==> config.mk <==
export PLATFORM = sky130hd
export DESIGN_NAME = am_insert_ctrl
export DESIGN_NICKNAME = d
export VERILOG_FILES = /design/src/rtl/am_insert_ctrl.sv
export SDC_FILE = /design/constraint.sdc
export NUM_CORES = 1
export LEC_CHECK = 0
export ABC_AREA = 0
export BUFFER_PORTS_ARGS = -buffer_cell sky130_fd_sc_hd__buf_4
export CAP_MARGIN = 10
export CORE_ASPECT_RATIO = 0.5
export CORE_MARGIN = 2
export CORE_UTILIZATION = 48
export CTS_CLUSTER_SIZE = 30
export DETAILED_ROUTE_END_ITERATION = 10
export GPL_TIMING_DRIVEN = 0
export PLACE_DENSITY = 0.95
export SLEW_MARGIN = 20
export SYNTH_ARGS = -nofsm -noshare
export SYNTH_HDL_FRONTEND = slang
export SYNTH_SLANG_ARGS = --single-unit
==> constraint.sdc <==
create_clock -name clk -period 4.7 [get_ports clk]
set_clock_uncertainty 0.15 [all_clocks]
set_input_delay 0.235 -clock clk [delete_from_list [all_inputs] [get_ports clk]]
set_output_delay 0.235 -clock clk [all_outputs]
set_load 0.03 [all_outputs]
==> src/rtl/am_insert_ctrl.sv <==
// am_insert_ctrl: TX-side alignment-marker scheduler.
// Emits one AM per PCS lane (lanes 0..3, in order) before every group of
// 4*AM_PERIOD data blocks. Data blocks pass straight through with zero
// latency, and every output block is tagged with its round-robin lane.
module am_insert_ctrl #(
    parameter int AM_PERIOD = 16383,
    parameter int CNT_W     = 16
) (
    input  logic             clk,
    input  logic             reset,
    input  logic             enable,
    input  logic [49:0]      data_in,
    input  logic             in_valid,
    output logic             in_ready,
    output logic [49:0]      data_out,
    output logic             out_valid,
    input  logic             out_ready,
    output logic [1:0]       lane_id,
    output logic             am_insert,
    output logic [CNT_W-1:0] blk_cnt_out
);

    typedef enum logic [1:0] {
        ST_IDLE   = 2'd0,
        ST_INSERT = 2'd1,
        ST_DATA   = 2'd2
    } state_t;

    // Count of the last data block in a group; its transfer starts the next AM group.
    localparam logic [CNT_W-1:0] LAST_BLK = CNT_W'(4 * AM_PERIOD - 1);

    state_t           r_state;
    state_t           w_next_state;
    logic [1:0]       r_am_idx;
    logic [CNT_W-1:0] r_blk_cnt;
    logic [1:0]       r_lane_id;
    logic             w_xfer;
    logic             w_last_am;
    logic             w_last_blk;

    // Marker for one lane: sync header 01, then bytes M0..M5 from LSB upward.
    function automatic logic [49:0] amPattern(input logic [1:0] idx);
        logic [49:0] pattern;
        case (idx)
            2'd0:    pattern = {8'hB8, 8'h89, 8'h6F, 8'h47, 8'h76, 8'h90, 2'b01};
            2'd1:    pattern = {8'h19, 8'h3B, 8'h0F, 8'hE6, 8'hC4, 8'hF0, 2'b01};
            2'd2:    pattern = {8'h64, 8'h9A, 8'h3A, 8'h9B, 8'h65, 8'hC5, 2'b01};
            default: pattern = {8'hC2, 8'h86, 8'h5D, 8'h3D, 8'h79, 8'hA2, 2'b01};
        endcase
        return pattern;
    endfunction

    assign w_xfer      = out_valid && out_ready;
    assign w_last_am   = (r_am_idx == 2'd3);
    assign w_last_blk  = (r_blk_cnt == LAST_BLK);
    assign lane_id     = r_lane_id;
    assign blk_cnt_out = r_blk_cnt;

    // State register; reset drops any partially sent AM group.
    always_ff @(posedge clk or negedge reset) begin
        if (!reset) begin
            r_state <= ST_IDLE;
        end else begin
            r_state <= w_next_state;
        end
    end

    // Next-state logic; dropping enable always returns to IDLE so a restart begins with a full AM group.
    always_comb begin
        w_next_state = r_state;
        if (!enable) begin
            w_next_state = ST_IDLE;
        end else begin
            case (r_state)
                ST_IDLE: begin
                    w_next_state = ST_INSERT;
                end
                ST_INSERT: begin
                    if (out_ready && w_last_am) begin
                        w_next_state = ST_DATA;
                    end
                end
                ST_DATA: begin
                    if (w_xfer && w_last_blk) begin
                        w_next_state = ST_INSERT;
                    end
                end
                default: begin
                    w_next_state = ST_IDLE;
                end
            endcase
        end
    end

    // Output decode; the DATA path is combinational so pass-through adds no latency.
    always_comb begin
        in_ready  = 1'b0;
        out_valid = 1'b0;
        am_insert = 1'b0;
        data_out  = '0;
        case (r_state)
            ST_INSERT: begin
                out_valid = 1'b1;
                am_insert = 1'b1;
                data_out  = amPattern(r_am_idx);
            end
            ST_DATA: begin
                data_out  = data_in;
                out_valid = in_valid;
                in_ready  = out_ready;
            end
            default: begin
                in_ready  = 1'b0;
            end
        endcase
    end

    // Marker index, block counter and lane tag; all advance only on an actual output transfer.
    always_ff @(posedge clk or negedge reset) begin
        if (!reset) begin
            r_am_idx  <= 2'd0;
            r_blk_cnt <= '0;
            r_lane_id <= 2'd0;
        end else if (!enable) begin
            r_am_idx  <= 2'd0;
            r_blk_cnt <= '0;
            r_lane_id <= 2'd0;
        end else begin
            case (r_state)
                ST_INSERT: begin
                    if (out_ready) begin
                        r_am_idx  <= r_am_idx + 2'd1;
                        r_lane_id <= r_lane_id + 2'd1;
                        if (w_last_am) begin
                            r_blk_cnt <= '0;
                        end
                    end
                end
                ST_DATA: begin
                    if (w_xfer) begin
                        r_lane_id <= r_lane_id + 2'd1;
                        if (w_last_blk) begin
                            r_blk_cnt <= '0;
                        end else begin
                            r_blk_cnt <= r_blk_cnt + CNT_W'(1);
                        end
                    end
                end
                default: begin
                    r_am_idx  <= 2'd0;
                    r_blk_cnt <= '0;
                    r_lane_id <= 2'd0;
                end
            endcase
        end
    end

endmodule
**After elaboration in Yosys (flattened, before gate mapping)**

Cells that the tools add are included.

- Register bits: 22
- Bits of input ports: 55

- Add/sub/neg operators: 3
- Multiplexer cells: 22
- Reduce and logical (&&, ||, !) cells: 9
- Eq/ne operators: 12

Operator list:

| kind | number |
|---|---|
| $pmux W50 S3 | 1 |
| $pmux W50 S2 | 1 |
| $mux W16 | 5 |
| $pmux W16 S2 | 1 |
| $add A16 B1 Y16 const B | 1 |
| $eq A16 B16 Y1 const B | 1 |
| $mux W2 | 8 |
| $ne A3 B3 Y1 const B | 5 |
| $pmux W2 S2 | 2 |
| $eq A2 B2 Y1 const B | 3 |
| $pmux W2 S3 | 1 |
| $reduce_and A2 Y1 | 3 |
| $add A2 B1 Y2 const B | 2 |
| $eq A2 B1 Y1 const B | 2 |
| $logic_not A2 Y1 | 2 |
| $logic_and A1 B1 Y1 | 3 |
| $reduce_and A3 Y1 | 1 |
| $mux W1 | 2 |
| $ne A2 B2 Y1 const B | 1 |
| $pmux W1 S2 | 1 |

**Depth between registers and ports, before layout**

- Word-level depth: 7
- Mapped depth: 8
- Mapped depth without buffers: 7

**Least setup slack after synthesis**

Ideal clock, no wire load.

- Path type: flip-flop to output port
- From: register r_state[1]
- To: output data_out[10]
- Arrival: 2.182 ns
- Data required time: 4.315 ns
- Cell stages (with the launch flop): 6
- Slack: 2.133 ns
- Cells stage by stage: dfrtp_1 > inv_1 > ha_1 > clkbuf_1 > o21ai_0 > a21boi_0

- Cells in the longest elaborated chain, start to end: 2

Ends and longest elaborated chain:

| item | line | RTL |
|---|---|---|
| start: declaration | 32 | `state_t r_state;` |
| start signal: assignment | 64 | `r_state <= w_next_state;` |
| $eq A2 B2 Y1 or $eq A2 B1 Y1 (tied branches) | 101 | `case (r_state)` |
| $pmux W50 S2 * | 101 |  |
| end: declaration | 15 | `output logic [49:0] data_out,` |

Mark *: on every way between the ends. The rest lies on a longest branch, timed or not.

**Final worst setup path**

- From: register r_state[0]
- To: output data_out[6]

Same word-level chain as after synthesis.

==> metrics.yaml <==
run_status:
  outcome: "finished, final reports clean"
logic_synthesis:
  synth_area_leaders: "dfrtp_1, a21boi_0, nand2_1"
  synth_cell_types: 41
  synthesis.area_um2: 2140
  syn-mean-instance-area_um2: 7.55
  synth_top_area_cell: "dfrtp_1"
  synthArstFlopShare_pct: 100
  ys_seq_area_share_pct: 25.7
  synth_ff_type: "dfrtp_1"
  yosys.area.top_type_share_pct: 25.7
  syn_inst: 284
  synth_edf_count: 0
  ys_ff_latch: 22
  yosys_warnings: 0
  synthesis.nets: 351
timing:
  timing.final.crit_period_ns: 2.80
  fin_ws_ns: 1.90
  tightest_slew_ns: 0.537
  finalHoldViolCount: 0
  timing.fmax_mhz: 357
  max_slew_margin_pct: 63.8
  fin_tns_setup_ns: 0
  slew_viol_final: 0
  setup_viol: 0
  post-route-period-util_pct: 59.6
  rsz0062_at_grt: "no"
worst_setup_path:
  rrSetupSlack_ns: 2.48
  cpPeakStageDelay_ns: 0.43
  r2r-end: "r_state[0]$_DFFE_PN0P_"
  path_buf_inv: 4
  worst_setup_path_end_kind: "output pin"
  cp_slowest_cell: "buf_1"
  reg2reg_depth: 6
  criticalPathCategory: "flop to output pin"
  arrival_ns: 2.42
  worstPathCellList: "inv_1, ha_1, clkbuf_1, buf_1, nand2_1, a21boi_0, buf_4"
  crit_path_start_kind: "flop"
  required_ns: 4.32
  cp_top_family: "buffers and inverters"
  rr_startpoint: "r_state[0]$_DFFE_PN0P_"
  critPathMaxFanout: 10
drt:
  dr.pass1.iters: 5
  drcViolationCount: 0
  drt-total-wl_um: 7130
  drt_iter0_markers: 125
  routedWlPerCell_um: 15.1
  antenna_left: 0
  viasPerCell: 5.55
  vias: 2612
power_and_ir_drop:
  leakagePower_nw: 1.45
  p_per_area_nw_per_um2: 466
  irDropWorstVdd_mv: 0.285
placed_design:
  gp_congestion: 0.928
  placed_cells: 466
  hpwl_um: 5520
  dpl_cell_area_um2: 3150
  post-place-ws_ns: 2.26
  port_buffers: 125
clocking:
  post_cts_buffers: 0
  htree_levels: 1
  clk_latency_ns: 0.27
  clk_pin_slew_ns: 0.08
  cts_tree: "built"
  cts-buffers-inserted: 3
  root_buffer: "clkbuf_8"
  clock-sinks: 22
  clk_path_buf_depth: 2
cells_and_area:
  fin_cells: 471
  fill_cells: 344
  diodes: 0
  nets: 482
  layout-drive-gt1-share_pct: 34.1
  area_growth_pct: 50.1
  fin_area_um2: 3220
global_route:
  grt.total_usage_pct: 27.6
  first_global_vias: 2471
  antenna_found_initial: 0
  grtUsageMet3_pct: 4.10
  grt_max_degree: 23
  grt_overflow: 0
  met2_usage_pct: 49.2
  grt_pass1_wl_um: 11300
  met1_usage_pct: 34.5
  busiest_layer: "met2"
floorplanning:
  initial_core_util_pct: 49.4
  core_um2: 4340
  row_count: 17
  die_w_um: 98.5
  die-area_um2: 5050
  dieHeight_um: 51.3
  ios: 126
job:
  max_cap_violations: 0
hold_path:
  worstHoldPathType: "primary input to async pin"
[per-stage QoR]
stage               power, mW  hold WS [ns]  utilization (%)
floorplan               0.969        -0.211                -
global placement         1.33       -0.0145             72.7
global route             1.59         0.260             74.2
detailed placement       1.36      -0.00990             72.7
CTS                      1.50         0.245             74.2
finish                   1.50         0.234             74.2
[routing by layer]
| metal | vias to the layer above | share of wire [%] |
|---|---|---|
| li1 | 1267 | - |
| met1 | 1221 | 40 |
| met2 | 107 | 51 |
| met3 | 17 | 6.8 |
| met4 | 0 | 2.0 |
| met5 | - | 0 |
[synthesized netlist by cell type (2+ instances only)]
cell and n:
ha_1 12, nand4_1 5, a21oi_1 12, a41oi_1 3
nand3b_1 2, nand2_1 63, nor2b_1 9, a21boi_0 42
dfrtp_1 22, inv_1 8, nand3_4 2, nand3_1 9
nor2_1 7, o21ai_0 19, a31oi_1 13, clkbuf_1 11
buf_6 2, and2_1 7, nand2b_1 7, o21ai_1 2
nor3_1 4, buf_2 2, buf_1 3
[placed cells by master (no fill, tap or decap), types with 2 or more instances in the layout]
cell	count
a21boi_0	42
a21oi_1	12
a31oi_1	13
a41oi_1	3
and2_1	7
buf_1	3
buf_2	2
buf_4	125
buf_6	2
clkbuf_1	11
clkbuf_8	4
dfrtp_1	22
ha_1	12
inv_1	8
nand2_1	63
nand2b_1	7
nand3_1	9
nand3_4	2
nand3b_1	2
nand4_1	5
nor2_1	7
nor2b_1	9
nor3_1	4
o21ai_0	19
o21ai_1	2
[state kept, by name, summed over array words and instances (netlist names)]
signal	count
blk_cnt_out	16
lane_id	2
r_am_idx	2
r_state	2
[worst max path at each step]
stage	depth (start not counted)	from	end	slack, ns
finish	7	r_state[0]$_DFFE_PN0P_	data_out[6]	1.90
global route	7	r_state[0]$_DFFE_PN0P_	data_out[4]	1.70
CTS	7	r_state[0]$_DFFE_PN0P_	data_out[23]	1.95
detailed placement	7	r_state[0]$_DFFE_PN0P_	data_out[23]	2.26
global placement	7	r_state[0]$_DFFE_PN0P_	data_out[34]	2.30
floorplan	5	r_state[1]$_DFFE_PN0P_	data_out[10]	2.13
[what timing repair did]
action / in CTS / in global routing
gates resized for setup: 0 / 0
hold endpoints to repair: 22 / 0
hold buffers: 1 / 0
[logic make-up after synthesis]
family,synth area share (%)
adder cells (fa/ha/maj),7.01
flip-flops,25.7
AND/OR/NAND/NOR,30.7
AO/OA/AOI/OAI,30.5
multiplexers,0.700
buffers and inverters,5.37
[layout make-up]
type | instances | area (um2) | share of cell area, %
Multi-Input combinational cell | 236 | 1480 | 45.9
Timing Repair Buffer | 126 | 948 | 29.5
Sequential cell | 22 | 551 | 17.1
Buffer | 18 | 85.1 | 2.64
Tap cell | 57 | 71.3 | 2.22
Clock buffer | 4 | 55.1 | 1.71
Inverter | 8 | 30.0 | 0.933
[power breakdown]
group          total [mW]  switching [mW]  internal (mW)
sequential          0.226          0.0210          0.205
clock               0.139          0.0643         0.0748
combinational        1.14           0.711          0.424
[worst register-to-register path: stages, from the launching register on]
cell and delay, ns:
dfrtp_1 0.42, inv_1 0.09, ha_1 0.25, clkbuf_1 0.38, clkbuf_1 0.45, o211ai_1 0.17
o31ai_1 0.21
No activity file was read; power rests on OpenSTA's default activity.
